<file path="src/rtl/mandelbrot_iterator_if.sv">
// rtl/mandelbrot_iterator_if.sv - pixel request/result bundle for the Mandelbrot iterator
// Optional abort line present when ITER_ABORT_EN is defined.
interface mandelbrot_iterator_if;
   logic        start;
   logic [15:0] c_re;
   logic [15:0] c_im;
   logic [7:0]  max_iter;
   logic        busy;
   logic        done;
   logic [7:0]  iteration;
   logic        ismandelbrot;
`ifdef ITER_ABORT_EN
   logic        abort;

   modport master (
      output start, c_re, c_im, max_iter, abort,
      input  busy, done, iteration, ismandelbrot
   );
   modport slave (
      input  start, c_re, c_im, max_iter, abort,
      output busy, done, iteration, ismandelbrot
   );
`else
   modport master (
      output start, c_re, c_im, max_iter,
      input  busy, done, iteration, ismandelbrot
   );
   modport slave (
      input  start, c_re, c_im, max_iter,
      output busy, done, iteration, ismandelbrot
   );
`endif
endinterface

</file>
<file path="src/rtl/mandelbrot_iterator.sv">
// rtl/mandelbrot_iterator.sv - Q4.12 escape-time iterator for one Mandelbrot pixel
// Optional feature: ITER_ABORT_EN adds an abort input that cancels a computation.
module mandelbrot_iterator (
   input logic                  clk,
   input logic                  rst,
   mandelbrot_iterator_if.slave bus
);

   typedef enum logic [1:0] {S_IDLE, S_ITERATE, S_DONE} state_t;

   localparam logic signed [32:0] ESCAPE_LIM = 33'sh4000000;
   localparam logic signed [32:0] SAT_MAX    = 33'sd32767;
   localparam logic signed [32:0] SAT_MIN    = -33'sd32768;

   state_t             state_q, state_d;
   logic signed [15:0] c_re_q, c_re_d;
   logic signed [15:0] c_im_q, c_im_d;
   logic [7:0]         max_iter_q, max_iter_d;
   logic signed [15:0] z_re_q, z_re_d;
   logic signed [15:0] z_im_q, z_im_d;
   logic [7:0]         count_q, count_d;
   logic [7:0]         res_iter_q, res_iter_d;
   logic               res_ism_q, res_ism_d;
   logic [7:0]         iteration_q, iteration_d;
   logic               ismandelbrot_q, ismandelbrot_d;
   logic               done_q, done_d;

   logic signed [31:0] zr2, zi2, zri;
   logic signed [32:0] mag, diff, dbl, re_sum, im_sum;
   logic               escape;

   function automatic logic [15:0] sat16(input logic signed [32:0] v);
      if (v > SAT_MAX)
         return 16'h7FFF;
      else if (v < SAT_MIN)
         return 16'h8000;
      else
         return v[15:0];
   endfunction

   // Full-width arithmetic keeps every intermediate exact before saturation.
   always_comb begin
      zr2    = z_re_q * z_re_q;
      zi2    = z_im_q * z_im_q;
      zri    = z_re_q * z_im_q;
      mag    = $signed({zr2[31], zr2}) + $signed({zi2[31], zi2});
      diff   = $signed({zr2[31], zr2}) - $signed({zi2[31], zi2});
      dbl    = $signed({zri, 1'b0});
      re_sum = (diff >>> 12) + $signed({{17{c_re_q[15]}}, c_re_q});
      im_sum = (dbl >>> 12) + $signed({{17{c_im_q[15]}}, c_im_q});
      escape = (mag >= ESCAPE_LIM);
   end

   always_comb begin
      state_d        = state_q;
      c_re_d         = c_re_q;
      c_im_d         = c_im_q;
      max_iter_d     = max_iter_q;
      z_re_d         = z_re_q;
      z_im_d         = z_im_q;
      count_d        = count_q;
      res_iter_d     = res_iter_q;
      res_ism_d      = res_ism_q;
      iteration_d    = iteration_q;
      ismandelbrot_d = ismandelbrot_q;
      done_d         = 1'b0;

      case (state_q)
         S_IDLE: begin
            if (bus.start) begin
               c_re_d     = bus.c_re;
               c_im_d     = bus.c_im;
               max_iter_d = bus.max_iter;
               z_re_d     = 16'sd0;
               z_im_d     = 16'sd0;
               count_d    = 8'd0;
               state_d    = S_ITERATE;
            end
         end
         S_ITERATE: begin
            if (escape) begin
               res_iter_d = count_q;
               res_ism_d  = 1'b0;
               state_d    = S_DONE;
            end else if (count_q == max_iter_q) begin
               res_iter_d = count_q;
               res_ism_d  = 1'b1;
               state_d    = S_DONE;
            end else begin
               z_re_d  = sat16(re_sum);
               z_im_d  = sat16(im_sum);
               count_d = count_q + 8'd1;
            end
         end
         S_DONE: begin
            // Results are published together with the pulse so an abort in DONE leaves them intact.
            done_d         = 1'b1;
            iteration_d    = res_iter_q;
            ismandelbrot_d = res_ism_q;
            state_d        = S_IDLE;
         end
         default: state_d = S_IDLE;
      endcase

`ifdef ITER_ABORT_EN
      if (bus.abort && (state_q != S_IDLE)) begin
         state_d        = S_IDLE;
         done_d         = 1'b0;
         iteration_d    = iteration_q;
         ismandelbrot_d = ismandelbrot_q;
      end
`endif
   end

   always_ff @(posedge clk) begin
      if (rst) begin
         state_q        <= S_IDLE;
         c_re_q         <= 16'sd0;
         c_im_q         <= 16'sd0;
         max_iter_q     <= 8'd0;
         z_re_q         <= 16'sd0;
         z_im_q         <= 16'sd0;
         count_q        <= 8'd0;
         res_iter_q     <= 8'd0;
         res_ism_q      <= 1'b0;
         iteration_q    <= 8'd0;
         ismandelbrot_q <= 1'b0;
         done_q         <= 1'b0;
      end else begin
         state_q        <= state_d;
         c_re_q         <= c_re_d;
         c_im_q         <= c_im_d;
         max_iter_q     <= max_iter_d;
         z_re_q         <= z_re_d;
         z_im_q         <= z_im_d;
         count_q        <= count_d;
         res_iter_q     <= res_iter_d;
         res_ism_q      <= res_ism_d;
         iteration_q    <= iteration_d;
         ismandelbrot_q <= ismandelbrot_d;
         done_q         <= done_d;
      end
   end

   assign bus.busy         = (state_q != S_IDLE);
   assign bus.done         = done_q;
   assign bus.iteration    = iteration_q;
   assign bus.ismandelbrot = ismandelbrot_q;

endmodule
</file>
<file path="src/flat_wrapper.sv">
// flat-port wrapper written by rule: the top's interface ports become plain ports
module mandelbrot_iterator_flat 
  (clk, rst, bus_start, bus_c_re, bus_c_im, bus_max_iter, bus_busy, bus_done, bus_iteration, bus_ismandelbrot);
  mandelbrot_iterator_if bus_i ();
  input logic clk;
  input logic rst;
  input wire logic [$bits(bus_i.start)-1:0] bus_start;
  input wire logic [$bits(bus_i.c_re)-1:0] bus_c_re;
  input wire logic [$bits(bus_i.c_im)-1:0] bus_c_im;
  input wire logic [$bits(bus_i.max_iter)-1:0] bus_max_iter;
  output wire logic [$bits(bus_i.busy)-1:0] bus_busy;
  output wire logic [$bits(bus_i.done)-1:0] bus_done;
  output wire logic [$bits(bus_i.iteration)-1:0] bus_iteration;
  output wire logic [$bits(bus_i.ismandelbrot)-1:0] bus_ismandelbrot;
  assign bus_i.start = bus_start;
  assign bus_i.c_re = bus_c_re;
  assign bus_i.c_im = bus_c_im;
  assign bus_i.max_iter = bus_max_iter;
  assign bus_busy = bus_i.busy;
  assign bus_done = bus_i.done;
  assign bus_iteration = bus_i.iteration;
  assign bus_ismandelbrot = bus_i.ismandelbrot;
  mandelbrot_iterator u_core (.clk(clk), .rst(rst), .bus(bus_i));
endmodule
</file>
<file path="config.mk">
export PLATFORM = sky130hd
export DESIGN_NAME = mandelbrot_iterator_flat
export DESIGN_NICKNAME = d
export VERILOG_FILES = /design/src/rtl/mandelbrot_iterator_if.sv /design/src/rtl/mandelbrot_iterator.sv /design/src/flat_wrapper.sv
export SDC_FILE = /design/constraint.sdc
export NUM_CORES = 2
export LEC_CHECK = 0
export ABC_AREA = 1
export CORE_ASPECT_RATIO = 0.6
export CORE_MARGIN = 1
export CORE_UTILIZATION = 42
export DETAILED_ROUTE_END_ITERATION = 10
export HOLD_SLACK_MARGIN = 0.15
export MAX_ROUTING_LAYER = met4
export SLEW_MARGIN = 20
export SYNTH_ARGS = -nofsm -noshare
export SYNTH_HDL_FRONTEND = slang
export SYNTH_SLANG_ARGS = --single-unit
</file>
<file path="constraint.sdc">
create_clock -name clk -period 12.7 [get_ports clk]
set_clock_uncertainty 0.1 [all_clocks]
set_input_delay 2.54 -clock clk [delete_from_list [all_inputs] [get_ports clk]]
set_output_delay 2.54 -clock clk [all_outputs]
set_load 0.01 [all_outputs]
</file>
==> results.sh <==
export IMPL_cp_required_ns=12.93
export IMPL_slew_violations=0
export IMPL_rr_worst_depth=40
export IMPL_antenna_found_initial=3
export IMPL_drtAntennaViolNets=0
export IMPL_criticalPathCategory="reg2reg"
export IMPL_path_buf_inv=5
export IMPL_max_stage_delay_ns=0.81
export IMPL_nNetsFinal=6219
export IMPL_critPathMaxFanout=19
export IMPL_drt_initial_drc_count=2752
export IMPL_drive_gt1_share_pct=2.71
export IMPL_crit_family="adder cells"
export IMPL_ys_seq_area_share_pct=5.28
export IMPL_cts_sinks=101
export IMPL_synth_top_flop_cell="dfxtp_1"
export IMPL_regArea_sq_um=2020
export IMPL_vias_per_cell=4.98
export IMPL_avgSynthCellArea_sq_um=7.45
export IMPL_power_density_nw_per_um2=234
export IMPL_die_area_sq_um=92400
export IMPL_tritoncts_num_buffers=9
export IMPL_fin_setup_tns_ns=0
export IMPL_rrSetupSlack_ns=0.64
export IMPL_gp_congestion=1.02
export IMPL_path_clk_slew_ns=0.11
export IMPL_start_util_pct=42.5
export IMPL_clock_latency_ns=0.41
export IMPL_peakVddDrop_mv=0.579
export IMPL_grt_pass1_vias=31200
export IMPL_hp_class="reg2reg"
export IMPL_cp_slowest_cell="fa_2"
export IMPL_coreArea_sq_um=90000
export IMPL_finalCriticalPeriod_ns=12.06
export IMPL_drv_cap=0
export IMPL_hold_path_depth=2
export IMPL_swShare_pct=67.9
export IMPL_synth_edf_count=0
export IMPL_syn_area_sq_um=38300
export IMPL_outcome="finished clean"
export IMPL_leakage_uw=0.0217
export IMPL_drc=0
export IMPL_max_slew_worst_pin_slew_ns=0.995
export IMPL_grt_start_max_net_pins=52
export IMPL_yosysUniqueCellTypes=49
export IMPL_multi_input_area_sq_um=30300
export IMPL_clk_path_buf_depth=2
export IMPL_grt_setup_unrepaired="no"
export IMPL_dieWidth_microns=392
export IMPL_endpoint_kind="flip-flop"
export IMPL_ys_ff_latch=101
export IMPL_final_area_sq_um=40400
export IMPL_max_freq_mhz=82.9
export IMPL_vias=31400
export IMPL_async_reset_ff_share_pct=0
export IMPL_p_int_uw=3040
export IMPL_clkPwrFrac_pct=3.3
export IMPL_reg2reg_to="u_core.z_re_q[0]"
export IMPL_final_util_pct=44.9
export IMPL_crit_top_cell="nand2_1"
export IMPL_ys_warn_count=0
export IMPL_timing_rr_start="u_core.z_im_q[1]"
export IMPL_fin_crit_sh_pct=95.0
export IMPL_p_sw_uw=6420
export IMPL_grt_usage_pct=26.3
export IMPL_finalSetupViolCount=0
export IMPL_hold_end="u_core.res_iter_q[0]"
export IMPL_p_comb_share_pct=90.5
export IMPL_fill_cells=9255
export IMPL_power_frac_seq_pct=6.2
export IMPL_worstSetupStartpointType="flip-flop"
export IMPL_firstDrtPassIters=6
export IMPL_hp_start="u_core.res_iter_q[0]"
export IMPL_cts_tree="yes"
export IMPL_postPlaceCellArea_sq_um=40000
export IMPL_root_buffer="clkbuf_16"
export IMPL_wl_per_cell_microns=18.0
export IMPL_grt_ovfl_total=0
export IMPL_arrival_ns=12.29
export IMPL_dp_cells=6286
export IMPL_portBuffers=53
export IMPL_io_pins=54
export IMPL_rows=85
export IMPL_synth_cells=5136
export IMPL_grt_pass1_wl_mm=181
export IMPL_finalWirelength_mm=114
export IMPL_relSlewSlack_pct=33.2
export IMPL_hold_viol_final=0
export IMPL_synthToLayoutAreaGrowth_pct=5.44
export IMPL_stdcell_count=6306
export IMPL_synth_nets=6273
export IMPL_htree_num_levels=3
export IMPL_dp_hpwl_mm=98.0
export IMPL_die_y_microns=236
==> worst min-delay path, delay by kind of cell, from the launching register on <==
kind	cells	cell delay, ns
DFF	1	0.32
and+or+nand+nor	1	0.06
AOI/OAI and AO/OA	1	0.05
==> metrics by stage <==
| step | worst slack [ns] | hold WS (ns) | power (uW) |
|---|---|---|---|
| floorplan | 3.71 | 0.329 | 6050 |
| global route | 0.164 | 0.383 | 10200 |
| detailed placement | 0.860 | 0.351 | 8830 |
| CTS | 0.803 | 0.369 | 9190 |
| global placement | 0.690 | 0.347 | 9010 |
| finish | 0.641 | 0.365 | 9450 |
==> power by group through the flow <==
stage / sequential [uW] / combinational [uW] / clock (uW)
3_3_place_gp: 582 / 8430 / 0
5_1_grt: 594 / 9290 / 333
4_1_cts: 575 / 8290 / 323
3_5_place_dp: 582 / 8250 / 0
2_1_floorplan: 455 / 5590 / 0
6_report: 583 / 8560 / 316
==> layer usage <==
metal | routed length [microns] | GRT usage, %
met1 | 58500 | 42.1
met2 | 39600 | 31.1
met3 | 14500 | 9.21
met4 | 1180 | 3.26
met5 | 0 | -
==> logic make-up (layout without fill, tap and decap cells) <==
group	count (synthesis)	in the layout	share of synthesized area (%)
simple gates	1727	1727	18.2
buf+inv	1572	1523	15.6
fa+ha+maj	1094	1094	50.2
compound gates	468	468	6.80
xor+xnor	174	174	3.98
flops	101	101	5.28
other cells	0	1	0
==> placed cells by master, fill, tap and decap left out, types with 6 or more instances in the layout <==
master,instances
o21bai_1,20
a21boi_0,6
clkdlybuf4s50_1,52
buf_4,57
a21oi_1,236
a31o_2,6
nor3_1,38
xnor2_1,71
nor4_1,8
nor2_1,315
inv_1,1391
nand3_1,148
fa_1,735
a21oi_2,10
nand2_2,22
nand3b_1,9
dfxtp_1,100
a31oi_1,9
nand4_1,26
or2_2,11
xor2_1,103
a21o_1,13
o21ai_0,140
o21a_1,7
clkbuf_16,9
nand2_1,1138
ha_1,358
==> registers in the layout, summed over array words and instances (netlist names) <==
signal / flops
u_core.bus.done: 1
u_core.bus.ismandelbrot: 1
u_core.bus.iteration: 8
u_core.c_im_q: 16
u_core.c_re_q: 16
u_core.count_q: 8
u_core.max_iter_q: 8
u_core.res_ism_q: 1
u_core.res_iter_q: 8
u_core.state_q: 2
u_core.z_im_q: 16
u_core.z_re_q: 16
==> cell type report <==
type                       instances  share of cell area [%]
antenna                            1                 0.00620
sequential                       101                    5.01
clock inverter                     7                   0.205
clock buffer                       9                   0.558
timing repair buffer             110                    2.36
multi-input combinational       3463                    75.1
tap                             1218                    3.78
inverter                        1397                    13.0
==> how the worst max path moves through the flow <==
| stage | cells after the start | slack, ns | start | to |
|---|---|---|---|---|
| 2_1_floorplan | 44 | 3.71 | u_core.z_re_q[15] | u_core.z_re_q[10] |
| 3_3_place_gp | 41 | 0.69 | u_core.z_im_q[15] | u_core.z_re_q[12] |
| 3_5_place_dp | 41 | 0.86 | u_core.z_im_q[15] | u_core.z_re_q[0] |
| 4_1_cts | 39 | 0.80 | u_core.z_re_q[15] | u_core.z_re_q[0] |
| 5_1_grt | 41 | 0.16 | u_core.z_im_q[4] | u_core.z_re_q[0] |
| 6_report | 40 | 0.64 | u_core.z_im_q[1] | u_core.z_re_q[0] |
==> synthesized netlist by cell type, drive strengths merged (13+ instances only) <==
cell	number	area, sq um
o21ai	140	701
o21bai	20	150
buf	32	180
nand4	26	163
nand2	1161	4420
nor3	39	200
dfxtp	101	2020
inv	1395	5240
ha	358	4480
xor2	103	902
a21oi	246	1270
clkbuf	143	537
nor2	319	1210
nand3	148	741
a21o	13	97.6
xnor2	71	622
fa	736	14700
==> timing repair <==
item / 4_1_cts / 5_1_grt
resized for setup: 0 / 3
hold buffers: 0 / 0
endpoints found under the setup margin: 0 / 17
setup buffers: 0 / 3
Power figures use the tool's default switching activity.
